--- src/rtl/memcpy_engine.sv ---
// memcpy_engine: word-granular memory-to-memory copy engine.
// It drives a dual-port data memory: port 1 for reads, port 2 for writes.
// Overlapping regions are handled by choosing the copy direction:
//   dst > src  -> copy descending, so source words are read before they are overwritten;
//   otherwise  -> copy ascending.
// Ports:
//   clk, rst            clock; synchronous active-high reset
//   start, src, dst     one-cycle copy request; byte addresses, which must be word aligned
//   len                 number of 32-bit words to copy
//   busy, done, err     status; done and err are one-cycle pulses
//   mem_we1/a1/wd1/rd1  memory port 1 (read only)
//   mem_we2/a2/wd2      memory port 2 (write)
module memcpy_engine #(
    parameter int unsigned LEN_W = 16
) (
    input  logic             clk,
    input  logic             rst,
    input  logic             start,
    input  logic [31:0]      src,
    input  logic [31:0]      dst,
    input  logic [LEN_W-1:0] len,
    output logic             busy,
    output logic             done,
    output logic             err,
    output logic             mem_we1,
    output logic [31:0]      mem_a1,
    output logic [31:0]      mem_wd1,
    input  logic [31:0]      mem_rd1,
    output logic             mem_we2,
    output logic [31:0]      mem_a2,
    output logic [31:0]      mem_wd2
);

    typedef enum logic [1:0] {StIdle, StCopy, StDone} state_t;

    state_t           state_q, state_d;
    logic [31:0]      rd_ptr_q, rd_ptr_d;
    logic [31:0]      wr_ptr_q, wr_ptr_d;
    logic [LEN_W-1:0] cnt_q, cnt_d;
    logic             desc_q, desc_d;
    logic             err_q, err_d;
    logic [31:0]      last_off;

    // Byte offset of the last word of the region.
    assign last_off = (32'(len) - 32'd1) << 2;

    always_ff @(posedge clk) begin
        if (rst) begin
            state_q  <= StIdle;
            rd_ptr_q <= '0;
            wr_ptr_q <= '0;
            cnt_q    <= '0;
            desc_q   <= 1'b0;
            err_q    <= 1'b0;
        end else begin
            state_q  <= state_d;
            rd_ptr_q <= rd_ptr_d;
            wr_ptr_q <= wr_ptr_d;
            cnt_q    <= cnt_d;
            desc_q   <= desc_d;
            err_q    <= err_d;
        end
    end

    always_comb begin
        state_d  = state_q;
        rd_ptr_d = rd_ptr_q;
        wr_ptr_d = wr_ptr_q;
        cnt_d    = cnt_q;
        desc_d   = desc_q;
        err_d    = 1'b0;
        mem_a1   = '0;
        mem_a2   = '0;
        mem_we2  = 1'b0;
        mem_wd2  = '0;

        unique case (state_q)
            StIdle: begin
                if (start) begin
                    if (src[1:0] != 2'b00 || dst[1:0] != 2'b00) begin
                        err_d = 1'b1;
                    end else if (len == '0) begin
                        state_d = StDone;
                    end else begin
                        state_d = StCopy;
                        cnt_d   = len;
                        if (dst > src) begin
                            desc_d   = 1'b1;
                            rd_ptr_d = src + last_off;
                            wr_ptr_d = dst + last_off;
                        end else begin
                            desc_d   = 1'b0;
                            rd_ptr_d = src;
                            wr_ptr_d = dst;
                        end
                    end
                end
            end
            StCopy: begin
                mem_a1   = rd_ptr_q;
                mem_a2   = wr_ptr_q;
                mem_we2  = 1'b1;
                // The read is combinational, so the word goes straight through.
                mem_wd2  = mem_rd1;
                rd_ptr_d = desc_q ? rd_ptr_q - 32'd4 : rd_ptr_q + 32'd4;
                wr_ptr_d = desc_q ? wr_ptr_q - 32'd4 : wr_ptr_q + 32'd4;
                cnt_d    = cnt_q - LEN_W'(1);
                if (cnt_q == LEN_W'(1)) begin
                    state_d = StDone;
                end
            end
            StDone: begin
                state_d = StIdle;
            end
            default: begin
                state_d = StIdle;
            end
        endcase
    end

    assign busy    = (state_q != StIdle);
    assign done    = (state_q == StDone);
    assign err     = err_q;
    assign mem_we1 = 1'b0;
    assign mem_wd1 = '0;

endmodule

--- config.mk ---
export PLATFORM = sky130hd
export DESIGN_NAME = memcpy_engine
export DESIGN_NICKNAME = d
export VERILOG_FILES = /design/src/rtl/memcpy_engine.sv
export SDC_FILE = /design/constraint.sdc
export NUM_CORES = 1
export LEC_CHECK = 0
export ABC_AREA = 0
export CORE_MARGIN = 2
export CORE_UTILIZATION = 33
export CTS_BUF_LIST = sky130_fd_sc_hd__clkbuf_16
export DETAILED_ROUTE_END_ITERATION = 16
export HOLD_SLACK_MARGIN = 0.02
export SLEW_MARGIN = 5
export SYNTH_ARGS = -nofsm -noshare
export SYNTH_HDL_FRONTEND = slang
export SYNTH_SLANG_ARGS = --single-unit
--- constraint.sdc ---
create_clock -name clk -period 18.35 [get_ports clk]
set_input_delay 4.5875 -clock clk [delete_from_list [all_inputs] [get_ports clk]]
set_output_delay 4.5875 -clock clk [all_outputs]
set_load 0.05 [all_outputs]
== Word level (Yosys, flattened, before mapping) ==
Index checks and enable logic that the tools add are counted.

* Register bits: 84
* Logic and storage cells: 64
* Output and inout bits: 133

* Multiplexer cells: 27
* Equality and inequality tests: 7
* Reductions and logical operators: 11
* Magnitude comparators: 1
* Add/sub/neg operators: 8
* Bitwise operators: 4

{| class="wikitable"
|+ Operator list
! kind !! number
|-
| 2-to-1 mux 32 bit || 13
|-
| one-hot mux 32 bit (2 select lines) || 2
|-
| adder 32 x 3 -> 32 bit, second input constant || 2
|-
| adder 32 bit || 2
|-
| subtractor 32 x 3 -> 32 bit, second input constant || 2
|-
| 2-to-1 mux 16 bit || 3
|-
| > comparator 32 bit || 1
|-
| one-hot mux 16 bit (2 select lines) || 1
|-
| subtractor 16 x 1 -> 17 bit, second input constant || 1
|-
| == test 16 x 1 -> 1 bit, second input constant || 1
|-
| logical NOT 16 bit || 1
|-
| subtractor 16 x 1 -> 16 bit, second input constant || 1
|-
| 2-to-1 mux 2 bit || 4
|-
| != test 2 bit, second input constant || 4
|-
| AND reduction 4 bit || 2
|-
| nonzero test 2 bit || 4
|-
| NOT 1 bit || 4
|-
| one-hot mux 2 bit (2 select lines) || 1
|-
| 2-to-1 mux 1 bit || 3
|-
| AND reduction 3 bit || 1
|-
| OR reduction 3 bit || 1
|-
| == test 2 x 1 -> 1 bit, second input constant || 1
|-
| == test 2 bit, second input constant || 1
|-
| logical NOT 2 bit || 1
|-
| logical OR 1 bit || 1
|}

== Longest topological paths before layout ==
* Word-level depth: 7
* Gate-level depth with buffers: 17

== Worst setup path before layout ==
No wires, ideal clock.

* Path type: input -> output
* From: in mem_rd1[0]
* To: out mem_wd2[0]
* Path buffers: 0
* Data arrival time: 4.994 ns
* Cell stages on the path: 1
* Data required time: 13.762 ns
* Slack: 8.768 ns
* Cells stage by stage: and2_1

* Word-level cells in the longest chain between the ends: 1

{| class="wikitable"
|+ RTL lines
! what !! line !! RTL
|-
| from (decl) || 28 || <nowiki>input logic [31:0] mem_rd1,</nowiki>
|-
| 2-to-1 mux 32 bit || 77 || <nowiki>unique case (state_q)</nowiki>
|-
| to (decl) || 31 || <nowiki>output logic [31:0] mem_wd2</nowiki>
|}

No other way between the ends.

== Final worst setup path ==
* From: in mem_rd1[23]
* To: out mem_wd2[23]

The elaborated chain is that of the path after synthesis.

==> results.yml <==
run_status:
  status: "finished, final reports clean"
global_routing:
  grt_max_degree: 127
  grt_overflow: 0
  grt_pass1_wl_um: 66650
  grt_pass1_vias: 12050
  track_usage: 0.2205
  antenna_found_initial: 0
timing:
  finalHoldViolations: 0
  fin_setup_tns_ps: 0
  finalClockSkew_ps: 10.16
  holdWs_ps: 476.7
  setup_viol: 0
  rsz0062_at_grt: "no"
  slew_headroom: 0.2386
  fin_crit_ps: 10560
  worst_slew_pin_slew_ps: 1142
  slew_violations: 0
  period_share: 0.5757
  fmax_mhz: 94.67
critical_path:
  cp_slowest_cell: "clkdlybuf4s50_1"
  worst_path_largest_cell_delay_ps: 800
  worstPathRequired_ps: 13760
  cp_common_cell: "clkdlybuf4s50_1"
  r2r_cells: 11
  critPathKind: "in2out"
  worstPathArrival_ps: 5980
  endpoint_kind: "output pin"
  reg2reg_setup_slack_ps: 14330
  crit_path_max_fanout: 1
  critPathLaunchType: "input pin"
  rr_endpoint: "wr_ptr_q[31]$_SDFFE_PP0P_"
  path_cells: "clkdlybuf4s50_1, and2_1, clkdlybuf4s50_1"
  worst-path-buf-inv: 2
  reg2reg_from: "desc_q$_SDFFE_PP0P_"
  crit_family: "buffers and inverters"
synthesis:
  yosysTopAreaCell: "ha_1"
  yosysSeqAreaShare: 0.1410
  ys_warn_count: 0
  synth_ff_type: "dfxtp_1"
  synth_seq_cells: 84
  syn_area_mm2: 0.01193
  async_flop_share: 0
  synth.distinct_cells: 84
  yosys-top-cells-count: "a21oi_1 (163), ha_1 (151), nand2_1 (151)"
  syn_inst: 1643
  synth_edf_count: 0
  post-synth-top-count-cell: "a21oi_1"
  synth_top_area_frac: 0.1584
  synthTopCellsByArea: "ha_1 (16%), dfxtp_1 (14%), a21oi_1 (6.8%), and2_1 (5.4%), o21ai_0 (4.8%)"
  syn_avg_cell_area_um2: 7.260
detailed_routing:
  drtAntennaViolNets: 0
  drc: 0
  dr.max_layer_used: "met4"
  routed_wl_um: 42850
  drt_pre_antenna_iters: 7
  wl_met2_um: 19170
  viasPerCell: 5.594
  wl_per_cell_um: 18.79
  wl_met1_um: 20030
  num_vias: 12760
  drtIter0Drc: 1026
  wl_met3_um: 2507
clock_network:
  cts_tree: "yes"
  cts_buffers: 9
  postCtsSetupRepairBufs: 0
  cts_resized: 0
  max-clock-path-buffers: 2
  clock_sinks: 84
  cts_root_buffer: "clkbuf_16"
  clk_pin_slew_ps: 70
  clock_latency_ps: 360
  cts.hold.buffers_added: 0
  cts_max_level: 3
die:
  dieWidth_um: 194.1
  rows: 69
  dieHeight_um: 194.1
  fp.coreArea_mm2: 0.03557
  ios: 248
  dieArea_mm2: 0.03768
  start_util: 0.3353
run:
  maxCapViolCount: 0
placement:
  dp_hpwl_um: 33560
  port_buffers: 214
  gp_congestion: 0.9534
worst_hold_path:
  whs_path_depth: 2
  min_path_type: "reg2reg"
  holdPathEnd: "rd_ptr_q[13]$_SDFFE_PP0P_"
  hold_start: "rd_ptr_q[13]$_SDFFE_PP0P_"
finish:
  area_delta_synth_final_pct: 22.95
  drive_gt1_frac: 0.03571
  fin_nets: 2085
  diodes: 0
pwr:
  p_per_area_mw_per_mm2: 68.34
  power.leakage_nw: 6.361
  ir_drop_v: 0.00005317
-- cell type report --
cell class,instances,area (um^2)
fillers,3704,20900
multi-input cells,1431,9630
repair buffers,226,2227
flip-flops and latches,84,1683
well taps,461,576.8
inverters,63,239.0
clock buffers,9,225.2
clock inverters,7,83.83
-- per-stage QoR --
step / total power [mW] / setup slack [ps] / utilization / cells / cell area [um^2]
finish: 1.002 / 7787 / 0.4123 / 2281 / 14670
CTS: 0.9983 / 7776 / 0.4123 / 2281 / 14670
floorplan: 0.6310 / 8768 / - / 1675 / 12050
global route: 1.069 / 7740 / 0.4123 / 2281 / 14670
global placement: 0.7916 / 7777 / 0.4036 / 2265 / 14360
detailed placement: 0.7983 / 7780 / 0.4036 / 2265 / 14360
-- worst max path at each step --
stage | startpoint | end | slack [ps] | depth (start not counted)
after floorplan | mem_rd1[0] | mem_wd2[0] | 8770 | 1
after global placement | mem_rd1[23] | mem_wd2[23] | 7780 | 3
after detailed placement | mem_rd1[23] | mem_wd2[23] | 7780 | 3
after CTS | mem_rd1[23] | mem_wd2[23] | 7780 | 3
after global routing | mem_rd1[16] | mem_wd2[16] | 7740 | 3
final | mem_rd1[23] | mem_wd2[23] | 7790 | 3
-- flip-flops by register name, indices dropped and copies added (netlist names) --
name and count:
cnt_q 16, desc_q 1, err 1, rd_ptr_q 32, state_q 2, wr_ptr_q 32
-- routing by layer --
layer | track usage | vias to the layer above
met1 | 0.3114 | 5981
met4 | 0.06958 | 0
li1 | - | 6302
met3 | 0.02313 | 45
met2 | 0.3505 | 433
met5 | 0 | -
-- where the power goes --
group	total, mW	internal [mW]	switching [mW]
clock	0.201	0.118	0.0827
sequential	0.244	0.213	0.0311
combinational	0.558	0.197	0.361
total	1.00	0.527	0.475
-- worst reg2reg max path, cell delays in order (launching register included) --
cell and delay [ps]:
dfxtp_2 610, buf_4 550, ha_1 350, o21ai_0 100
o21bai_1 300, o31ai_1 230, nor4_1 610, o21ai_0 330
a41o_1 320, xnor2_1 170, mux2i_1 210, a31oi_1 90
-- layout by cell type, fill, tap and decap left out, types with 49 or more instances in the layout --
cell / instances
nand2_1: 151
ha_1: 151
nor2_1: 124
xor2_1: 55
clkdlybuf4s50_1: 213
a21oi_1: 162
and2_1: 103
dfxtp_1: 83
o21ai_0: 115
inv_1: 64
xnor2_1: 49
-- cells by family (layout without fill, tap and decap cells) --
logic type | Yosys count | in the layout | share of synthesized area
simple gates | 562 | 562 | 0.2347
compound gates | 558 | 558 | 0.3022
buf+inv | 160 | 305 | 0.06409
fa+ha+maj | 155 | 155 | 0.1651
xor+xnor | 104 | 104 | 0.07637
flops | 84 | 84 | 0.1410
mux | 19 | 19 | 0.01626
other cells | 1 | 33 | 0.0003144
Power figures use the tool's default switching activity.
